File: src/rtl/img_pipe_pkg.sv
// Shared types and constants for the image pipeline sequencer and its helpers.
package img_pipe_pkg;

  typedef enum logic [2:0] {
    ST_IDLE        = 3'd0,
    ST_LOAD        = 3'd1,
    ST_START_GRAY  = 3'd2,
    ST_RUN_GRAY    = 3'd3,
    ST_START_SOBEL = 3'd4,
    ST_RUN_SOBEL   = 3'd5,
    ST_DONE        = 3'd6,
    ST_ERR         = 3'd7
  } seq_state_t;

  localparam logic [1:0] ACC_HOST  = 2'b00;
  localparam logic [1:0] ACC_GRAY  = 2'b01;
  localparam logic [1:0] ACC_SOBEL = 2'b10;

  localparam int unsigned IMG_W      = 320;
  localparam int unsigned IMG_H      = 240;
  localparam int unsigned IMG_PIXELS = IMG_W * IMG_H;

  // BRAM owner for each state; only the processing stages take the port away from the host.
  function automatic logic [1:0] access_for(input seq_state_t s);
    case (s)
      ST_START_GRAY, ST_RUN_GRAY:   return ACC_GRAY;
      ST_START_SOBEL, ST_RUN_SOBEL: return ACC_SOBEL;
      default:                      return ACC_HOST;
    endcase
  endfunction

  function automatic logic is_busy(input seq_state_t s);
    return !(s == ST_IDLE || s == ST_DONE || s == ST_ERR);
  endfunction

endpackage

File: src/rtl/pipe_watchdog.sv
// Stage watchdog: counts enabled cycles since the last clear and flags the last allowed cycle once.
module pipe_watchdog #(
  parameter int unsigned TIMEOUT_CYCLES = 1048575
) (
  input  logic clk,
  input  logic rst,
  input  logic clear,
  input  logic enable,
  output logic expire
);

  localparam int unsigned CNT_W = (TIMEOUT_CYCLES > 1) ? $clog2(TIMEOUT_CYCLES) : 1;
  localparam logic [CNT_W-1:0] LAST = CNT_W'(TIMEOUT_CYCLES - 1);

  logic [CNT_W-1:0] count;
  logic             fired;

  always_ff @(posedge clk) begin
    if (rst || clear) begin
      count <= '0;
      fired <= 1'b0;
    end else if (enable) begin
      if (count != LAST) count <= count + CNT_W'(1);
      if (expire)        fired <= 1'b1;
    end
  end

  assign expire = enable && !fired && (count == LAST);

endmodule

File: src/rtl/img_pipe_sequencer.sv
// Sequences color load, RGB->gray and gray->Sobel stages, arbitrating BRAM ownership with a per-stage watchdog.
module img_pipe_sequencer
  import img_pipe_pkg::*;
#(
  parameter int unsigned TIMEOUT_CYCLES = 1048575,
  parameter int unsigned CYC_W          = 24
) (
  input  logic             i_CLK,
  input  logic             i_RST,
  input  logic             i_START,
  input  logic             i_ABORT,
  input  logic             i_COLOR_LOADED,
  input  logic             i_GRAY_DONE,
  input  logic             i_SOBEL_DONE,
  output logic [1:0]       o_ACCESS_CONTROL,
  output logic             o_START_RGB2GRAY,
  output logic             o_START_GRAY2SOBEL,
  output logic             o_BUSY,
  output logic             o_DONE,
  output logic             o_ERROR,
  output logic             o_ERR_STAGE,
  output logic [2:0]       o_STATE,
  output logic [CYC_W-1:0] o_CYCLES
);

  seq_state_t state, state_d;
  logic       gray_prev, sobel_prev;
  logic       gray_edge, sobel_edge;
  logic       in_run, counting, start_ok, wd_expire;

  assign gray_edge  = i_GRAY_DONE  && !gray_prev;
  assign sobel_edge = i_SOBEL_DONE && !sobel_prev;
  assign in_run     = (state == ST_RUN_GRAY) || (state == ST_RUN_SOBEL);
  assign counting   = state inside {ST_START_GRAY, ST_RUN_GRAY, ST_START_SOBEL, ST_RUN_SOBEL};

  // Leaving a RUN state always passes through a non-RUN state, so holding clear outside RUN restarts the count per stage.
  pipe_watchdog #(
    .TIMEOUT_CYCLES(TIMEOUT_CYCLES)
  ) u_watchdog (
    .clk    (i_CLK),
    .rst    (i_RST),
    .clear  (!in_run),
    .enable (in_run),
    .expire (wd_expire)
  );

  always_comb begin
    state_d  = state;
    start_ok = 1'b0;
    if (i_ABORT) begin
      state_d = ST_IDLE;
    end else begin
      case (state)
        ST_IDLE, ST_DONE, ST_ERR: begin
          if (i_START) begin
            state_d  = ST_LOAD;
            start_ok = 1'b1;
          end
        end
        ST_LOAD:        if (i_COLOR_LOADED) state_d = ST_START_GRAY;
        ST_START_GRAY:  state_d = ST_RUN_GRAY;
        ST_RUN_GRAY: begin
          if (gray_edge)      state_d = ST_START_SOBEL;
          else if (wd_expire) state_d = ST_ERR;
        end
        ST_START_SOBEL: state_d = ST_RUN_SOBEL;
        ST_RUN_SOBEL: begin
          if (sobel_edge)     state_d = ST_DONE;
          else if (wd_expire) state_d = ST_ERR;
        end
        default:        state_d = ST_IDLE;
      endcase
    end
  end

  // Outputs are registered from the next state so they line up with the state they describe.
  always_ff @(posedge i_CLK) begin
    if (i_RST) begin
      state              <= ST_IDLE;
      gray_prev          <= 1'b0;
      sobel_prev         <= 1'b0;
      o_ACCESS_CONTROL   <= ACC_HOST;
      o_START_RGB2GRAY   <= 1'b0;
      o_START_GRAY2SOBEL <= 1'b0;
      o_BUSY             <= 1'b0;
      o_DONE             <= 1'b0;
      o_ERROR            <= 1'b0;
      o_ERR_STAGE        <= 1'b0;
      o_STATE            <= ST_IDLE;
      o_CYCLES           <= '0;
    end else begin
      state              <= state_d;
      gray_prev          <= i_GRAY_DONE;
      sobel_prev         <= i_SOBEL_DONE;
      o_ACCESS_CONTROL   <= access_for(state_d);
      o_START_RGB2GRAY   <= (state_d == ST_START_GRAY);
      o_START_GRAY2SOBEL <= (state_d == ST_START_SOBEL);
      o_BUSY             <= is_busy(state_d);
      o_DONE             <= (state_d == ST_DONE);
      o_ERROR            <= (state_d == ST_ERR);
      o_STATE            <= state_d;
      if (state_d != ST_ERR)      o_ERR_STAGE <= 1'b0;
      else if (state != ST_ERR)   o_ERR_STAGE <= (state == ST_RUN_SOBEL);
      if (start_ok)                          o_CYCLES <= '0;
      else if (counting && o_CYCLES != '1)   o_CYCLES <= o_CYCLES + CYC_W'(1);
    end
  end

endmodule

File: config.mk
export PLATFORM = sky130hd
export DESIGN_NAME = img_pipe_sequencer
export DESIGN_NICKNAME = d
export VERILOG_FILES = /design/src/rtl/img_pipe_pkg.sv /design/src/rtl/pipe_watchdog.sv /design/src/rtl/img_pipe_sequencer.sv
export SDC_FILE = /design/constraint.sdc
export NUM_CORES = 1
export LEC_CHECK = 0
export BUFFER_PORTS_ARGS = -buffer_cell sky130_fd_sc_hd__buf_2
export CAP_MARGIN = 20
export CORE_MARGIN = 5
export CORE_UTILIZATION = 53
export DETAILED_ROUTE_END_ITERATION = 10
export PLACE_DENSITY = 0.74
export REMOVE_ABC_BUFFERS = 1
export SYNTH_ARGS = -nofsm -noshare
export SYNTH_HDL_FRONTEND = slang
export SYNTH_HIERARCHICAL = 1
export SYNTH_SLANG_ARGS = --single-unit
File: constraint.sdc
create_clock -name i_CLK -period 3.3 [get_ports i_CLK]
set_clock_uncertainty 0.1 [all_clocks]
set_input_delay 0.33 -clock i_CLK [delete_from_list [all_inputs] [get_ports i_CLK]]
set_output_delay 0.33 -clock i_CLK [all_outputs]
set_load 0.02 [all_outputs]
### Word-level counts from Yosys, hierarchy flattened

Cells that the tools add are included.

* bits in registers: 58
* input bits: 7
* word-level logic and storage cells: 68

* add/sub/neg operators: 2
* equal/unequal tests: 18
* mux-type cells: 11
* reduce and logical (&&, ||, !) cells: 24

Operators by type and width (number)
* $add 24x1->24 const B: 1
* $eq 3x3->1 const B: 8
* $ne 24x24->1 const B: 1
* $add 20x1->20 const B: 1
* $eq 20x20->1 const B: 1
* $ne 20x20->1 const B: 1
* $mux 3: 6
* $pmux 3 s6: 1
* $eq 3x2->1 const B: 4
* $reduce_or 2->1: 4
* $logic_not 3->1: 2
* $ne 3x3->1 const B: 2
* $logic_and 1x1->1: 5
* $logic_not 1->1: 5
* $logic_or 1x1->1: 4
* $pmux 2 s2: 1
* $reduce_and 2->1: 2
* $reduce_bool 4->1: 1
* $eq 3x1->1 const B: 1
* $mux 1: 3
* $reduce_or 3->1: 1

### Logic depth before layout (Yosys ltp)

Gate-level depths: netlist (run 1).

* depth after elaboration: 12
* mapped depth: 13
* gate-level depth less buffers: 12

### Cells and area by module

The synthesis (run 1) kept the hierarchy.

Modules (own cells, without submodules)
* img_pipe_sequencer: instances 1, cells each 206, area an instance 1901.8 um^2, seq. area each 740.7 um^2
* pipe_watchdog: instances 1, cells each 138, area an instance 1137.3 um^2, seq. area each 420.4 um^2

### Least setup slack after synthesis (run 1)

No wires, ideal clock.

* path type: register to register
* start point: reg state[2]
* end point: reg o_ERR_STAGE
* arrival time: 2454 ps
* path slack: 643 ps
* stages on the path, launching flop included: 12
* cells stage by stage: dfxtp_1 > buf_2 > xor2_4 > and2_1 > nand3_1 > nor2_1 > o211ai_2 > and2_1 > or3_4 > inv_2 > nand2_2 > a2111oi_2

* longest elaborated chain between the ends: 10
* elaborated cells between the ends (all ways): 22
* classes of those cells: 9 x eq/ne; 7 x mux; 6 x reduce/logical

Ends and longest elaborated chain
* start, declared: RTL line img_pipe_sequencer.sv:26 `seq_state_t state, state_d;`
* start signal, assigned: RTL line img_pipe_sequencer.sv:92 `state <= state_d;`
* $eq 3x2->1 / $eq 3x3->1 (equally long branches): RTL line img_pipe_sequencer.sv:33 `assign in_run = (state == ST_RUN_GRAY) || (state == ST_RUN_SOBEL);`
* $logic_or 1x1->1 *: RTL line img_pipe_sequencer.sv:33
* via in_run: RTL line img_pipe_sequencer.sv:29 `logic in_run, counting, start_ok, wd_expire;`
* $logic_and 1x1->1 * (2 in series): RTL line pipe_watchdog.sv:28 `assign expire = enable && !fired && (count == LAST);`
* via wd_expire: RTL line img_pipe_sequencer.sv:29
* $mux 3 *: RTL line img_pipe_sequencer.sv:64, img_pipe_sequencer.sv:69
* $mux 3 (on tied branches): RTL line img_pipe_sequencer.sv:68, img_pipe_sequencer.sv:63
* $pmux 3 s6 *: RTL line img_pipe_sequencer.sv:53 `case (state)`
* $mux 3 *: RTL line img_pipe_sequencer.sv:50 `if (i_ABORT) begin`
* $ne 3x3->1 *: RTL line img_pipe_sequencer.sv:102 `if (state_d != ST_ERR) o_ERR_STAGE <= 1'b0;`
* $reduce_or 2->1 (no line) *
* end signal, assigned: RTL line img_pipe_sequencer.sv:103 `else if (state != ST_ERR) o_ERR_STAGE <= (state == ST_RUN_SOBEL);`
* end, declared: RTL line img_pipe_sequencer.sv:21 `output logic o_ERR_STAGE,`

The timed path passes the listed nets; every way through them passes the cells marked *.
A chain may end at the register's enable or synchronous reset.

### Worst setup path in the final report (run 1)

* start point: reg state[1]
* end point: reg o_ERR_STAGE

The elaborated chain is that of the path after synthesis.

==> run_results.csv, run 1 <==
group,metric,value,unit
sta,layout_setup_ws,332,ps
worst_setup_path,cp.arrival,3110,ps
detailed_routing,routed.top_layer,"met4",
die,pin_count,42,
clock_network,numCtsBuffers,9,
worst_setup_path,crit_path_start_kind,"flip-flop",
global_route,overflow,0,
clock_network,clkSinkCount,58,
detailed_routing,drt-met1-wl,2930,um
global_route,antenna_found_initial,0,
sta,slew_violations,0,
sta,rsz0062_at_grt,"false",
logic_synthesis,async_reset_ff_share,0,%
placed_design,place.gp.congestion,0.921,
sta,fin_crit,2970,ps
clock_network,cts_hold_buffers,0,
logic_synthesis,netlist_area,3040,um^2
sta,post-route-period-util,89.9,%
detailed_routing,vias,2716,
placed_design,post-place-ws,378,ps
detailed_routing,finalWirelength,6580,um
detailed_routing,met3_length,364,um
placed_design,io_buffers,41,
global_route,grt_pass1_wl,11600,um
placed_design,placed_area,3270,um^2
flow_run,maxCapViolCount,0,
power,combPwrFrac,5.0,%
min_path,hp-class,"in -> reg",
die,core-area,5540,um^2
layout,finish.utilization,62.0,%
logic_synthesis,ys_ff_latch,58,
layout,diodes,0,
detailed_routing,drtPass1Iterations,4,
layout,layout.nets,394,
worst_setup_path,cp-endpoint,"o_ERR_STAGE",
power,p_seq_share,53.3,%
sta,setup_tns,0,ps
detailed_routing,drtIter0Drc,74,
sta,hold_viol_final,0,
layout,drive_above_1_share,24.2,%
logic_synthesis,synth_edf_count,0,
clock_network,h-tree-depth,3,
worst_setup_path,timing.rr.end,"o_ERR_STAGE",
global_route,grt_max_degree,19,
clock_network,clkLatencyLatePin,340,ps
power,power.leakage,1.21,nW
clock_network,clockBufferDepth,2,
placed_design,place.detailed.hpwl,4740,um
worst_setup_path,rrSetupSlack,330,ps
clock_network,clkTransAtPathRegs,70,ps
power,powerDensity,390,nW/um^2
power,p_sw,0.000344,W
sta,holdWs,119,ps
layout,layout_commonest_cell,"dfxtp_1",
clock_network,cts-resized-gates,0,
worst_setup_path,path_class,"reg -> reg",
power,ir_worst_vdd,0.000284,V
sta,setup_violations,0,
detailed_routing,route.detailed.drc,0,
worst_setup_path,worstPathMaxFanout,13,
global_route,grt_util_all_layers,19.2,%
clock_network,root_buffer,"clkbuf_8",
worst_setup_path,critPathLaunch,"state[1]",
outcome,status,"finished, final reports clean",
sta,clock.fmax,0.337,GHz
detailed_routing,drtAntennaViolNets,0,
power,cellInternalPower,0.000998,W
logic_synthesis,ys.flop_type,"dfxtp_1",
min_path,worstHoldStart,"i_SOBEL_DONE",
logic_synthesis,synth_cell_types,60,
worst_setup_path,r2r-start,"state[1]",
worst_setup_path,rr_worst_depth,10,
sta,relSlewSlack,58.8,%
clock_network,post_cts_buffers,0,
logic_synthesis,yosysWarningCount,6,
power,clkPwrFrac,41.6,%
layout,syn_to_final_growth,13.1,%
clock_network,cts_tree,"built",
logic_synthesis,synth.avg_cell_area,8.83,um^2
die,initial_utilization,54.9,%
power,swShare,25.6,%
logic_synthesis,synth-seq-area-share,38.2,%
die,fp.dieW,85.7,um
die,fp.dieH,85.7,um
sta,worstMarginPinSlew,613,ps
detailed_routing,via_per_inst,5.89,
layout,fin_area,3440,um^2
worst_setup_path,critPathCaptureType,"flip-flop",
detailed_routing,wl_per_cell,14.3,um
die,dieArea,7350,um^2
die,num_rows,27,
global_route,grt_pass1_vias,2565,
logic_synthesis,netlist_instances,344,
detailed_routing,routed-wl-met2,3190,um
layout,mostFrequentLayoutCells,"dfxtp_1, buf_2, nor2_1",
worst_setup_path,cp.required,3440,ps
final cells by class:
cell class / instances / area [um^2]
multi-input cells: 259 / 1740
flip-flops and latches: 58 / 1160
repair buffers: 44 / 228
inverters: 12 / 45.0
fillers: 475 / 2100
well taps: 72 / 90.1
clock buffers: 9 / 124
clock inverters: 7 / 46.3
sequential cells by signal (all words and copies together), names as in the netlist:
signal,count
state,3
o_CYCLES,24
o_START_GRAY2SOBEL,1
sobel_prev,1
o_ACCESS_CONTROL,2
u_watchdog/fired,1
gray_prev,1
o_DONE,1
u_watchdog/count,20
o_BUSY,1
o_ERROR,1
o_START_RGB2GRAY,1
o_ERR_STAGE,1
critical path: stages (launching register included):
cell and delay, ps:
dfxtp_1 690, xor2_4 360, and2_1 330, nand3_1 140, nor2_1 190, o211ai_2 130
and2_1 190, or3_4 390, inv_2 70, nand2_2 60, a2111oi_2 200
cell usage after synthesis (2+ instances only):
library cell | instances | area (um^2)
a211oi_1 | 3 | 22.5
xnor2_1 | 18 | 158
a21oi_2 | 2 | 17.5
or3_4 | 2 | 22.5
a41oi_1 | 3 | 26.3
a31oi_1 | 5 | 31.3
nand2_1 | 18 | 67.6
inv_1 | 11 | 41.3
nor2b_1 | 4 | 25.0
nand4_1 | 12 | 75.1
nor4_2 | 5 | 62.6
nor4_1 | 8 | 50.1
a211o_1 | 2 | 17.5
dfxtp_1 | 58 | 1160
or4_1 | 7 | 52.6
or3_1 | 6 | 37.5
nor2_1 | 34 | 128
nor3_1 | 11 | 55.1
and4_1 | 7 | 61.3
nand2b_1 | 2 | 12.5
o21ai_0 | 4 | 20.0
buf_2 | 4 | 20.0
clkbuf_1 | 6 | 22.5
nor4_4 | 2 | 42.5
nand4_4 | 2 | 42.5
a311oi_1 | 3 | 26.3
nand3_1 | 25 | 125
nor2_2 | 5 | 31.3
a31o_1 | 2 | 17.5
and3_1 | 7 | 43.8
a21oi_1 | 22 | 110
or2_2 | 2 | 12.5
o211ai_1 | 4 | 30.0
buf_6 | 4 | 45.0
and2_1 | 2 | 12.5
o31ai_1 | 6 | 45.0
ha_1 | 3 | 37.5
kinds of logic (layout without fill, tap and decap cells):
logic type,Yosys count,count (layout),share of synthesized area [%]
AO/OA/AOI/OAI,67,67,15.7
XOR/XNOR,19,19,6.09
buffers and inverters,27,72,4.49
adder cells (fa/ha/maj),3,3,1.24
multiplexers,1,1,0.329
AND/OR/NAND/NOR,169,169,34.0
flip-flops,58,58,38.2
power by group through the flow:
| stage | Combinational, W | Sequential (W) | Clock, W |
|---|---|---|---|
| floorplan | 0.0000388 | 0.000735 | 0 |
| global placement | 0.0000659 | 0.000731 | 0 |
| detailed placement | 0.0000670 | 0.000731 | 0 |
| CTS | 0.0000672 | 0.000715 | 0.000576 |
| global route | 0.0000748 | 0.000716 | 0.000604 |
| finish | 0.0000672 | 0.000716 | 0.000559 |
worst min-delay path by stage:
stage,end,slack (ps),depth (start not counted)
after CTS,sobel_prev,110,2
after global routing,gray_prev,130,2
final,sobel_prev,120,2
after detailed placement,u_watchdog/fired,340,2
after floorplan,gray_prev,300,1
after global placement,u_watchdog/fired,340,2
layer usage:
metal	global-route usage, %	up-vias
met3	6.34	12
met1	23.7	1272
met4	6.19	0
met2	31.5	64
li1	-	1368
met5	0	-
per-stage QoR:
stage / power, W / cells
final: 0.00134 / 461
after floorplan: 0.000774 / 329
after detailed placement: 0.000798 / 445
after CTS: 0.00136 / 461
after global placement: 0.000797 / 445
after global routing: 0.00140 / 461
(Power assumes the default switching activity.)
==> inputs of run 2 (changes only) <==
--- a/config.mk
+++ b/config.mk
@@ -8,9 +8,9 @@
 export BUFFER_PORTS_ARGS = -buffer_cell sky130_fd_sc_hd__buf_2
 export CAP_MARGIN = 20
 export CORE_MARGIN = 5
-export CORE_UTILIZATION = 53
+export CORE_UTILIZATION = 51
 export DETAILED_ROUTE_END_ITERATION = 10
-export PLACE_DENSITY = 0.74
+export PLACE_DENSITY = 0.72
 export REMOVE_ABC_BUFFERS = 1
 export SYNTH_ARGS = -nofsm -noshare
 export SYNTH_HDL_FRONTEND = slang
==> run_results.csv, run 2 (synthesis results as in run 1) <==
group,metric,value,unit
outcome,status,"finished, final reports clean",
clock_network,clkLatencyLatePin,330,ps
layout,layout.nets,394,
worst_setup_path,rr_worst_depth,10,
layout,fillers,523,
detailed_routing,drtAntennaViolNets,0,
worst_setup_path,slowest_stage,"dfxtp_1",
global_route,grt_pass1_wl,11400,um
die,pin_count,42,
clock_network,cts_tree,"built",
detailed_routing,drtIter0Drc,103,
worst_setup_path,crit_family,"simple AND/OR/NAND/NOR gates",
flow_run,maxCapViolCount,0,
layout,largest_reg_flops,24,
detailed_routing,route.detailed.drc,0,
die,fp.dieW,87.2,um
layout,reg_top3,"o_CYCLES (24), u_watchdog/count (20), state (3)",
placed_design,io_buffers,41,
global_route,gr-usage-met2,29.5,%
layout,fin_area,3470,um^2
layout,drive_above_1_share,23.9,%
placed_design,post-place-ws,448,ps
clock_network,root_buffer,"clkbuf_8",
sta,worstMarginPinSlew,627,ps
global_route,grt_most_used_layer,"met2",
global_route,antenna_found_initial,0,
die,dieArea,7600,um^2
min_path,worstHoldStart,"i_SOBEL_DONE",
sta,relSlewSlack,57.9,%
global_route,grt_pass1_vias,2515,
global_route,overflow,0,
layout,diodes,0,
layout,finish.utilization,59.4,%
placed_design,place.gp.congestion,0.848,
worst_setup_path,r2r-start,"state[1]",
global_route,grt_util_all_layers,18.4,%
sta,clock.fmax,0.350,GHz
clock_network,clkSinkCount,58,
worst_setup_path,rrSetupSlack,440,ps
sta,post-route-period-util,86.5,%
worst_setup_path,slowest_delay,670,ps
global_route,grt_max_degree,26,
worst_setup_path,cp_cell_sequence,"xor2_4, and2_1, nand3_1, nor2_1, o211ai_2, and2_1, or3_4, inv_2, nand2_2, a2111oi_2",
min_path,min_to,"sobel_prev",
sta,rsz0062_at_grt,"false",
worst_setup_path,path_class,"reg -> reg",
sta,fin_crit,2860,ps
sta,layout_setup_ws,444,ps
worst_setup_path,worstPathMaxFanout,13,
clock_network,clkTransAtPathRegs,70,ps
clock_network,h-tree-depth,3,
sta,setup_tns,0,ps
sta,setup_violations,0,
layout,regMostFlops,"o_CYCLES",
worst_setup_path,timing.rr.end,"o_ERR_STAGE",
worst_setup_path,cp.arrival,2990,ps
worst_setup_path,crit_path_start_kind,"flip-flop",
die,fp.dieH,87.2,um
global_route,use_met3,4.92,%
detailed_routing,vias,2694,
layout,mostFrequentLayoutCells,"dfxtp_1, buf_2, nor2_1",
sta,hold_viol_final,0,
worst_setup_path,cp.required,3430,ps
global_route,use_met1,23.9,%
clock_network,numCtsBuffers,9,
power,powerDensity,415,nW/um^2
placed_design,place.detailed.hpwl,4710,um
worst_setup_path,path_common_cell,"and2_1",
sta,slew_violations,0,
die,num_rows,28,
worst_setup_path,path_depth,10,
min_path,holdPathStages,2,
power,ir_worst_vdd,0.000374,V
die,initial_utilization,51.9,%
detailed_routing,wl_per_cell,14.1,um
clock_network,cts-resized-gates,0,
min_path,hp-class,"in -> reg",
detailed_routing,via_per_inst,5.81,
worst_setup_path,critPathCaptureType,"flip-flop",
detailed_routing,drtPass1Iterations,4,
worst_setup_path,cp_num_buf_inv,1,
power,p_total,0.00144,W
layout,layout_commonest_cell,"dfxtp_1",
die,core-area,5850,um^2
placed_design,placed_area,3270,um^2
layout,syn_to_final_growth,14.3,%
clock_network,clockBufferDepth,2,
detailed_routing,finalWirelength,6570,um
clock_network,cts_hold_buffers,0,
power,power.leakage,1.23,nW
clock_network,post_cts_buffers,0,
## run 2: area by class of cell
cell class                      count  area [um^2]  share of cell area (%)
Multi-Input combinational cell    259         1740                    50.1
Inverter                           12         45.0                    1.30
Timing Repair Buffer               44          228                    6.55
Clock buffer                       12          155                    4.47
Sequential cell                    58         1160                    33.4
Clock inverter                      4         50.0                    1.44
Tap cell                           75         93.8                    2.70
## run 2: how the worst max path moves through the flow
stage                        start           to  slack [ps]
after floorplan           state[1]  o_ERR_STAGE         580
after global placement    state[1]  o_ERR_STAGE         520
after detailed placement  state[1]  o_ERR_STAGE         450
after CTS                 state[1]  o_ERR_STAGE         430
after global routing      state[1]  o_ERR_STAGE         170
final                     state[1]  o_ERR_STAGE         440
## run 2: through the flow
step	instances	hold WS, ps
after floorplan	329	302
after global placement	448	343
after detailed placement	448	352
after CTS	464	100
after global routing	464	114
final	464	117
## run 2: routing by layer
metal,wire length [um],vias to the layer above
li1,-,1368
met1,3070,1265
met2,3090,52
met3,321,9
met4,91,0
met5,0,-
## run 2: report_power, final
group | switching [W] | internal (W) | leakage [nW]
Combinational | 0.0000415 | 0.0000239 | 0.662
Sequential | 0.00000924 | 0.000706 | 0.468
Clock | 0.000271 | 0.000388 | 0.0986
Total | 0.000322 | 0.00112 | 1.23
==> inputs of run 3 (changes only) <==
--- a/config.mk
+++ b/config.mk
@@ -7,6 +7,7 @@
 export LEC_CHECK = 0
 export BUFFER_PORTS_ARGS = -buffer_cell sky130_fd_sc_hd__buf_2
 export CAP_MARGIN = 20
+export CORE_ASPECT_RATIO = 0.5
 export CORE_MARGIN = 5
 export CORE_UTILIZATION = 51
 export DETAILED_ROUTE_END_ITERATION = 10
==> run_results.csv, run 3 (synthesis results as in run 1) <==
group,metric,value,unit
worst_setup_path,critPathCaptureType,"flip-flop",
detailed_routing,drtAntennaViolNets,0,
layout,layout_commonest_cell,"dfxtp_1",
die,pin_count,42,
layout,regMostFlops,"o_CYCLES",
worst_setup_path,worstPathMaxFanout,14,
sta,worstMarginPinSlew,615,ps
power,power.leakage,1.30,nW
sta,holdWs,134,ps
worst_setup_path,crit_family,"simple AND/OR/NAND/NOR gates",
worst_setup_path,slowest_stage,"and3_1",
placed_design,place.detailed.hpwl,5010,um
layout,diodes,0,
clock_network,numCtsBuffers,9,
detailed_routing,vias,2780,
die,num_rows,19,
clock_network,post_cts_buffers,0,
detailed_routing,drtIter0Drc,169,
global_route,grt_pass1_wl,12100,um
die,fp.dieH,64.6,um
worst_setup_path,cp_num_buf_inv,2,
layout,syn_to_final_growth,18.7,%
worst_setup_path,path_class,"reg -> reg",
die,fp.dieW,119,um
sta,fin_crit,2870,ps
global_route,overflow,0,
sta,slew_violations,0,
layout,fin_area,3610,um^2
flow_run,maxCapViolCount,0,
die,dieArea,7700,um^2
die,initial_utilization,53.9,%
clock_network,clkSinkCount,58,
layout,seq_area,1160,um^2
worst_setup_path,cp_cell_sequence,"inv_1, ha_1, and3_1, and3_1, nand3_1, nor2_1, o211ai_2, and2_1, or3_4, inv_2, nand2_2, a2111oi_2",
worst_setup_path,cp.arrival,3000,ps
sta,relSlewSlack,58.7,%
detailed_routing,via_per_inst,6.00,
detailed_routing,wl_per_cell,15.5,um
sta,post-route-period-util,86.9,%
die,core-area,5630,um^2
clock_network,cts_hold_buffers,0,
placed_design,place.gp.congestion,0.839,
placed_design,placed_area,3270,um^2
clock_network,clockBufferDepth,2,
layout,fillers,477,
min_path,hp-class,"in -> reg",
detailed_routing,finalWirelength,7160,um
detailed_routing,drtPass1Iterations,5,
global_route,grt_pass1_vias,2648,
layout,multiInputGateArea,1740,um^2
min_path,holdPathStages,2,
layout,finish.utilization,64.0,%
clock_network,cts-resized-gates,0,
worst_setup_path,cp.required,3430,ps
sta,rsz0062_at_grt,"false",
global_route,grt_max_degree,19,
outcome,status,"finished, final reports clean",
placed_design,io_buffers,41,
clock_network,cts_tree,"built",
detailed_routing,route.detailed.drc,0,
layout,mostFrequentLayoutCells,"dfxtp_1, buf_2, nor2_1",
sta,setup_violations,0,
sta,clock.fmax,0.349,GHz
worst_setup_path,rr_worst_depth,12,
sta,setup_tns,0,ps
worst_setup_path,path_common_cell,"and3_1",
worst_setup_path,slowest_delay,470,ps
layout,reg_top3,"o_CYCLES (24), u_watchdog/count (20), state (3)",
worst_setup_path,crit_path_start_kind,"flip-flop",
worst_setup_path,path_depth,12,
clock_network,clkTransAtPathRegs,50,ps
power,ir_worst_vdd,0.000419,V
clock_network,clkLatencyLatePin,330,ps
global_route,antenna_found_initial,0,
global_route,grt_util_all_layers,19.4,%
power,powerDensity,509,nW/um^2
clock_network,h-tree-depth,3,
sta,hold_viol_final,0,
layout,layout.nets,395,
clock_network,root_buffer,"clkbuf_16",
layout,drive_above_1_share,24.1,%
layout,largest_reg_flops,24,
## run 3: changes by cell type in the layout (fill, tap and decap cells not counted), sizes merged
cell	change
bufinv	+2
clkbuf	-2
clkinv	+2
clkinvlp	-2
buf	+1
## run 3: path summary, 6_finish.rpt
| path | from | endpoint | slack (ps) |
|---|---|---|---|
| setup / recovery | u_watchdog/count[0] | o_ERR_STAGE | 430 |
| hold / removal | i_GRAY_DONE | gray_prev | 130 |
| setup reg to reg | u_watchdog/count[0] | o_ERR_STAGE | 430 |
| hold reg to reg | u_watchdog/fired | u_watchdog/fired | 350 |
## run 3: report_power, final
part           internal, W  total [W]  switching (W)
clock             0.000732    0.00105       0.000316
combinational    0.0000261  0.0000698      0.0000437
sequential        0.000708   0.000717     0.00000964
total              0.00147    0.00184       0.000370
## run 3: metal layers
layer  GRT usage (%)  routed length, um  up-vias
li1                -                  -     1368
met1            21.9               3200     1334
met2            34.2               3490       71
met3            8.51                421        7
met4            5.34                 59        0
met5               0                  0        -
## run 3: worst register-to-register path: cells and delay by family, from the launching register on
family,cells,cell delay (ps)
DFF,1,360
buffers and inverters,2,150
AOI/OAI and AO/OA,2,320
and+or+nand+nor,7,1690
adders and majority gates,1,150
## run 3: area by class of cell
type	instances	share of cell area, %
flip-flops and latches	58	32.2
multi-input cells	259	48.3
well taps	73	2.53
clock inverters	6	2.91
clock buffers	10	6.35
repair buffers	45	6.52
inverters	12	1.25
## run 3: stage by stage
step                setup slack, ps  total power (W)  std cells
finish                          431          0.00184        463
global route                    179          0.00190        463
CTS                             437          0.00185        463
detailed placement              451         0.000801        447
global placement                564         0.000799        447
floorplan                       581         0.000774        329
